<file path="config.mk">
export PLATFORM = sky130hd
export DESIGN_NAME = vga_timing
export DESIGN_NICKNAME = d
export VERILOG_FILES = /design/src/rtl/vga_timing.sv
export SDC_FILE = /design/constraint.sdc
export NUM_CORES = 1
export LEC_CHECK = 0
export CAP_MARGIN = 20
export CORE_MARGIN = 5
export CORE_UTILIZATION = 46
export CTS_CLUSTER_DIAMETER = 200
export DETAILED_ROUTE_END_ITERATION = 12
export PLACE_DENSITY = 0.78
export SYNTH_ARGS = -nofsm -noshare
export SYNTH_HDL_FRONTEND = slang
export SYNTH_SLANG_ARGS = --single-unit
</file>
<file path="constraint.sdc">
create_clock -name clk -period 2.2 [get_ports clk]
set_input_delay 0.33 -clock clk [delete_from_list [all_inputs] [get_ports clk]]
set_output_delay 0.33 -clock clk [all_outputs]
set_load 0.005 [all_outputs]
</file>
<file path="src/rtl/vga_timing.sv">
// Free-running raster timing generator: registered pixel counters plus sync, blank
// and frame-start flags, all decoded from the next-state counters so they stay aligned.
module vga_timing #(
    parameter int H_ACTIVE   = 1024,
    parameter int H_FP       = 24,
    parameter int H_SYNC     = 136,
    parameter int H_BP       = 160,
    parameter int V_ACTIVE   = 768,
    parameter int V_FP       = 3,
    parameter int V_SYNC     = 6,
    parameter int V_BP       = 29,
    parameter bit H_SYNC_POL = 1'b0,
    parameter bit V_SYNC_POL = 1'b0
) (
    input  logic        clk,
    input  logic        rst_n,
    output logic [10:0] hcount_out,
    output logic [10:0] vcount_out,
    output logic        hsync_out,
    output logic        vsync_out,
    output logic        hblank_out,
    output logic        vblank_out,
    output logic        frame_start_out
);

    localparam int H_TOTAL = H_ACTIVE + H_FP + H_SYNC + H_BP;
    localparam int V_TOTAL = V_ACTIVE + V_FP + V_SYNC + V_BP;

    localparam logic [10:0] H_LAST       = 11'(H_TOTAL - 1);
    localparam logic [10:0] V_LAST       = 11'(V_TOTAL - 1);
    localparam logic [10:0] H_VIS_END    = 11'(H_ACTIVE);
    localparam logic [10:0] V_VIS_END    = 11'(V_ACTIVE);
    localparam logic [10:0] H_SYNC_START = 11'(H_ACTIVE + H_FP);
    localparam logic [10:0] H_SYNC_END   = 11'(H_ACTIVE + H_FP + H_SYNC);
    localparam logic [10:0] V_SYNC_START = 11'(V_ACTIVE + V_FP);
    localparam logic [10:0] V_SYNC_END   = 11'(V_ACTIVE + V_FP + V_SYNC);

    logic [10:0] h_next;
    logic [10:0] v_next;
    logic        hsync_next;
    logic        vsync_next;
    logic        hblank_next;
    logic        vblank_next;
    logic        frame_start_next;

    always_comb begin
        h_next = hcount_out + 11'd1;
        v_next = vcount_out;
        if (hcount_out == H_LAST) begin
            h_next = '0;
            v_next = (vcount_out == V_LAST) ? 11'd0 : vcount_out + 11'd1;
        end
    end

    // Flags come from the next-state counters so they land on the same edge as the counts.
    always_comb begin
        hblank_next      = (h_next >= H_VIS_END);
        vblank_next      = (v_next >= V_VIS_END);
        hsync_next       = ((h_next >= H_SYNC_START) && (h_next < H_SYNC_END)) ? H_SYNC_POL : ~H_SYNC_POL;
        vsync_next       = ((v_next >= V_SYNC_START) && (v_next < V_SYNC_END)) ? V_SYNC_POL : ~V_SYNC_POL;
        frame_start_next = (h_next == 11'd0) && (v_next == 11'd0);
    end

    // Reset lands on pixel (0,0) of frame 0 without a frame-start pulse.
    always_ff @(posedge clk) begin
        if (!rst_n) begin
            hcount_out      <= '0;
            vcount_out      <= '0;
            hsync_out       <= ~H_SYNC_POL;
            vsync_out       <= ~V_SYNC_POL;
            hblank_out      <= 1'b0;
            vblank_out      <= 1'b0;
            frame_start_out <= 1'b0;
        end else begin
            hcount_out      <= h_next;
            vcount_out      <= v_next;
            hsync_out       <= hsync_next;
            vsync_out       <= vsync_next;
            hblank_out      <= hblank_next;
            vblank_out      <= vblank_next;
            frame_start_out <= frame_start_next;
        end
    end

endmodule

</file>
==> out/results.tsv, run 1 <==
metric	value	unit
leading area contributor after synthesis	dfxtp_1	
initial drt markers	162	
Reg2Reg Setup Slack	0.003	ns
Worst EP arrival	2.43	ns
Worst-Skew Late Latency	0.33	ns
Reg-to-Reg End	vsync_out	
detailed placement HPWL	3.11	mm
worst reg2reg startpoint	hcount_out[6]	
register area share after synthesis	33.6	%
area of the mapped netlist	0.00155	mm²
drt via density	5.41	
Die ar.	0.00463	mm²
Clock Tree Buf Depth	2	
ys async rst share	0	%
Gate power share	5.0	%
CP Depth	6	
WP data required	2.43	ns
largest net degree at the start of global routing	16	
Post-Synthesis Cells	185	
FILL cells	282	
Crit path buffers/inverters	0	
Sw Share	19.7	%
GP Congestion	0.934	
vias in the first global route	1465	
critical path capture point type	flop	
Sink Count	26	
synth top area cells	dfxtp_1 34%, nor2b_1 4.0%, nand2_1 3.6%, a21oi_1 3.6%, xnor2_1 3.4%	
total power	0.851	mW
Synth cell types	48	
status	finished clean	
CP delay by family, top	simple AND/OR/NAND/NOR gates	
clock skew	0.0112	ns
routed via count	1553	
fmax	0.455	GHz
initial antenna violation count	0	
share of layout cells above drive strength 1	24.5	%
Syn. warnings	0	
syn nets	190	
Sw Pwr	0.168	mW
Pre-antenna DRT Iters	4	
Final Hold Fails	0	
max-slew violation count	0	
# rows	21	
clock transition at the registers of the reported paths	0.14	ns
commonest register cell after synthesis	dfxtp_1	
flops & latches, synth	26	
Worst path slowest cell	or4b_4	
sequential share of power	56.3	%
RSZ-0062 raised after global routing	yes	
DRC viols	0	
commonest non-fill, non-tap cell in the layout	buf_4	
maxcap violations	0	
Post-synth EDFFs	0	
worst IR drop on VDD	0.335	mV
Layout area overhead	42.0	%
worst-margin pin slew	0.403	ns
P_int	0.684	mW
Die Height	68.1	µm
io pins	29	
WL final	4.30	mm
TritonCTS clock tree	done	
clk root buf	clkbuf_4	
WL per Instance	15.0	µm
worst-path fanout max	7	
relative slew slack	72.7	%
first-pass GRT wire length	6.89	mm
Critical Path Start	hcount_out[6]	
CTS buffer count	3	
Cell Pwr Density	386	mW/mm²
CORE AREA	0.00331	mm²
Congestion Overflow GR	0	
crit path to	vsync_out	
port bufs	28	
share of the synthesized area in the top cell type	33.6	%
gr usage total	19.5	%
most frequent cells in the layout	31 x buf_4, 28 x clkdlybuf4s50_1, 23 x dfxtp_1, 15 x nand2_1, 13 x nor2_1	
leakage	0.861	nW
crit path kind	flop to flop	
CP max stage delay	0.59	ns
Syn Area/Cell	8.38	µm²
Finish-stage setup viols	0	
Tightest Hold Check Type	flop to flop	
CP cell instances	or4b_4 -> or3_4 -> o31ai_4 -> nand4_1 -> and4bb_1 -> o211ai_1	
hold buffers post-CTS	0	
Period minus WS final	2.20	ns
htree depth	1	
Final TNS setup	0	ns
post-route ant nets	0	
die width	68.1	µm
Clk pwr share	38.7	%
Nets	247	
Starting Density	46.8	%
total inserted antenna cells	0	
worst r2r path cells	6	
final period utilization	99.8	%
Worst setup SP type	flop	
## worst register-to-register path, stage by stage (launching register included)
cell and delay (ns):
dfxtp_2 0.35, or4b_4 0.59, or3_4 0.43, o31ai_4 0.20
nand4_1 0.17, and4bb_1 0.29, o211ai_1 0.08
## layer usage
layer	vias to the layer above	wire length (µm)	global-route usage (%)
met3	8	159	2.46
met4	0	81	5.46
li1	775	-	-
met1	711	1930	24.8
met5	-	0	0
met2	59	2130	34.2
## cell type report
| cell class | count | area, µm² | share of cell area (%) |
|---|---|---|---|
| Timing Repair Buffer | 60 | 524 | 23.8 |
| Inverter | 9 | 33.8 | 1.53 |
| Multi-Input combinational cell | 142 | 1010 | 45.9 |
| Clock inverter | 1 | 30.0 | 1.36 |
| Sequential cell | 26 | 524 | 23.8 |
| Clock buffer | 3 | 22.5 | 1.02 |
| Tap cell | 46 | 57.6 | 2.61 |
## logic make-up (layout without fill, tap and decap cells)
| kind of cell | Yosys count | after routing | synth area share (%) |
|---|---|---|---|
| xor+xnor | 11 | 11 | 6.70 |
| mux | 2 | 2 | 1.61 |
| simple gates | 94 | 94 | 36.3 |
| compound gates | 32 | 32 | 14.5 |
| fa+ha+maj | 3 | 3 | 2.42 |
| buf+inv | 17 | 73 | 4.84 |
| flops | 26 | 26 | 33.6 |
## worst min path at each step
stage               cells after the start  slack, ns     startpoint       endpoint
floorplan                               1       0.46  hcount_out[0]  hcount_out[0]
global placement                        2       0.52  hcount_out[0]  hcount_out[0]
detailed placement                      2       0.53  hcount_out[0]  hcount_out[0]
CTS                                     2       0.55  hcount_out[0]  hcount_out[0]
global route                            2       0.58  hcount_out[0]  hcount_out[0]
finish                                  2       0.55  hcount_out[0]  hcount_out[0]
## state kept, by name (all words and copies together), names as in the netlist
register,flops
frame_start_out,1
hsync_out,1
vcount_out,11
vblank_out,1
hcount_out,11
vsync_out,1
## cell usage after synthesis (all sizes together), types with 2 or more instances
| library cell | instances |
|---|---|
| xor2 | 5 |
| nor2 | 13 |
| nor4 | 5 |
| o31a | 2 |
| ha | 3 |
| clkbuf | 6 |
| nand4 | 5 |
| nor3 | 8 |
| or2 | 3 |
| dfxtp | 26 |
| o211ai | 2 |
| nand2 | 15 |
| a21oi | 11 |
| nor2b | 10 |
| buf | 2 |
| and2 | 7 |
| inv | 9 |
| o31ai | 2 |
| and4 | 2 |
| nand3 | 10 |
| or3 | 4 |
| o21ai | 6 |
| and3 | 4 |
| xnor2 | 6 |
| nand2b | 2 |
| a31oi | 2 |
## power groups by stage
stage / combinational (mW) / sequential, mW / clock [mW]
floorplan: 0.0166 / 0.491 / 0
global placement: 0.0417 / 0.490 / 0
detailed placement: 0.0425 / 0.490 / 0
CTS: 0.0425 / 0.479 / 0.332
global route: 0.0464 / 0.480 / 0.349
finish: 0.0427 / 0.479 / 0.329
## what timing repair did
item	4_1_cts	5_1_grt
endpoints found under the setup margin	2	4
pin swaps	9	4
buffers inserted	3	1
resized for setup	7	5
## stage by stage
| stage | cells | utilization, % | instance area, µm² | setup WS [ns] | hold WS, ns |
|---|---|---|---|---|---|
| 2_1_floorplan | 185 | - | 1560 | 0.00188 | 0.455 |
| 3_3_place_gp | 279 | 62.3 | 2060 | 0.0183 | 0.523 |
| 3_5_place_dp | 279 | 62.3 | 2060 | -0.00952 | 0.533 |
| 4_1_cts | 286 | 65.5 | 2170 | 0.00214 | 0.551 |
| 5_1_grt | 287 | 66.5 | 2200 | -0.101 | 0.578 |
| 6_report | 287 | 66.5 | 2200 | 0.00337 | 0.550 |
Note: power is estimated with default switching activity, not from simulation.
==> inputs of run 2 (changes only) <==
- CELL_PAD_IN_SITES_DETAIL_PLACEMENT: default -> 1
- CELL_PAD_IN_SITES_GLOBAL_PLACEMENT: default -> 1
- CORE_UTILIZATION: 46 -> 34
- PLACE_DENSITY: 0.78 -> 0.77
==> run 2 against run 1 <==
Critical path depth is 1 higher. Sequential power hardly changed. Flip-flop and latch count stayed put. Global-route usage is 2.7 points lower. Die area is 30% higher. Core utilization is 14 points lower. Register-to-register slack hardly changed. Maximum frequency hardly changed. Total power is 11% higher. Hold slack better by 0.054 ns.
==> out/results.tsv, run 2 (synthesized netlist as in run 1, its figures left out) <==
metric	value	unit
worst-margin pin slew	0.388	ns
status	finished clean	
Cell Pwr Density	410	mW/mm²
maxcap violations	0	
gr usage total	16.8	%
initial antenna violation count	0	
Hold WS	0.605	ns
relative slew slack	73.8	%
commonest non-fill, non-tap cell in the layout	buf_4	
leakage	0.895	nW
Worst setup SP type	flop	
Final Worst Setup Slack	0.00501	ns
placed insts	286	
critical path capture point type	flop	
clock skew	0.00958	ns
WP data required	2.39	ns
Period minus WS final	2.19	ns
post-route ant nets	0	
hold buffers post-CTS	0	
Final TNS setup	0	ns
top flop regs	hcount_out: 11 flops, vcount_out: 11 flops	
initial drt markers	48	
Worst-Skew Late Latency	0.28	ns
TritonCTS clock tree	done	
CTS buffer count	3	
most frequent cells in the layout	32 x buf_4, 28 x clkdlybuf4s50_1, 23 x dfxtp_1, 15 x nand2_1, 13 x nor2_1	
Reg2Reg Setup Slack	0.005	ns
Starting Density	35.4	%
Layout Cells excl Fill	296	
Sink Count	26	
final period utilization	99.8	%
WL per Instance	17.1	µm
CORE AREA	0.00438	mm²
GP Congestion	0.775	
total inserted antenna cells	0	
port bufs	28	
FILL cells	517	
first-pass GRT wire length	8.19	mm
Hold Path Stages	2	
clk root buf	clkbuf_8	
Critical Path Start	hcount_out[6]	
routed via count	1607	
worst r2r path cells	7	
htree depth	1	
Nets	250	
drt via density	5.43	
RSZ-0062 raised after global routing	yes	
vias in the first global route	1675	
hold path endpoint	hcount_out[0]	
Die ar.	0.00601	mm²
HP Start	hcount_out[0]	
largest net degree at the start of global routing	16	
detailed placement HPWL	3.73	mm
Congestion Overflow GR	0	
Clock Tree Buf Depth	2	
Finish-stage setup viols	0	
Tightest Hold Check Type	flop to flop	
max-slew violation count	0	
DP Worst Slack	-0.0231	ns
Pre-antenna DRT Iters	4	
crit path kind	flop to flop	
worst-path fanout max	4	
io pins	29	
Worst EP arrival	2.38	ns
Layout area overhead	48.3	%
Final Hold Fails	0	
WL final	5.05	mm
clock transition at the registers of the reported paths	0.10	ns
Reg-to-Reg End	frame_start_out	
worst reg2reg startpoint	hcount_out[6]	
# rows	24	
worst IR drop on VDD	0.288	mV
Die Height	77.5	µm
share of layout cells above drive strength 1	26.6	%
fmax	0.456	GHz
DRC viols	0	
die width	77.5	µm
run 2: per-layer routing:
layer	vias to the layer above	wire length (µm)	global-route usage (%)
met4	0	76	5.50
met1	785	2170	19.5
li1	782	-	-
met3	10	134	2.55
met2	30	2670	31.1
met5	-	0	0
run 2: area by class of cell:
class / count / area (µm²) / share of cell area [%]
multi-input cells: 142 / 1050 / 45.7
repair buffers: 63 / 554 / 24.1
flip-flops and latches: 26 / 524 / 22.8
well taps: 52 / 65.1 / 2.83
clock buffers: 3 / 41.3 / 1.80
inverters: 9 / 33.8 / 1.47
clock inverters: 1 / 30.0 / 1.31
run 2: critical path: stages, from the launching register on:
cell	delay, ns
dfxtp_2	0.34
or4b_4	0.57
or3_4	0.41
buf_6	0.15
o31a_1	0.31
nand2_1	0.14
nor4_4	0.05
o2111a_1	0.15
run 2: where the power goes:
group	switching (mW)	total (mW)	internal, mW
logic	0.0199	0.0456	0.0257
registers	0.00491	0.480	0.476
clock network	0.172	0.417	0.244
run 2: repair_timing:
action	in CTS	in global routing
endpoints found under the setup margin	2	4
pin swaps	9	4
resized for setup	8	11
setup buffers	5	1
run 2: worst max path at each step:
stage                     depth (start not counted)              end
after floorplan                                   9        vsync_out
after global placement                            6        vsync_out
after detailed placement                          6        vsync_out
after CTS                                         6        vsync_out
after global routing                              8  frame_start_out
final                                             7  frame_start_out
run 2: metrics by stage:
stage	area [µm²]	total power [mW]	util (%)
finish	2300	0.943	52.5
global route	2300	0.973	52.5
CTS	2230	0.949	50.9
detailed placement	2080	0.534	47.4
global placement	2080	0.533	47.4
floorplan	1560	0.508	-
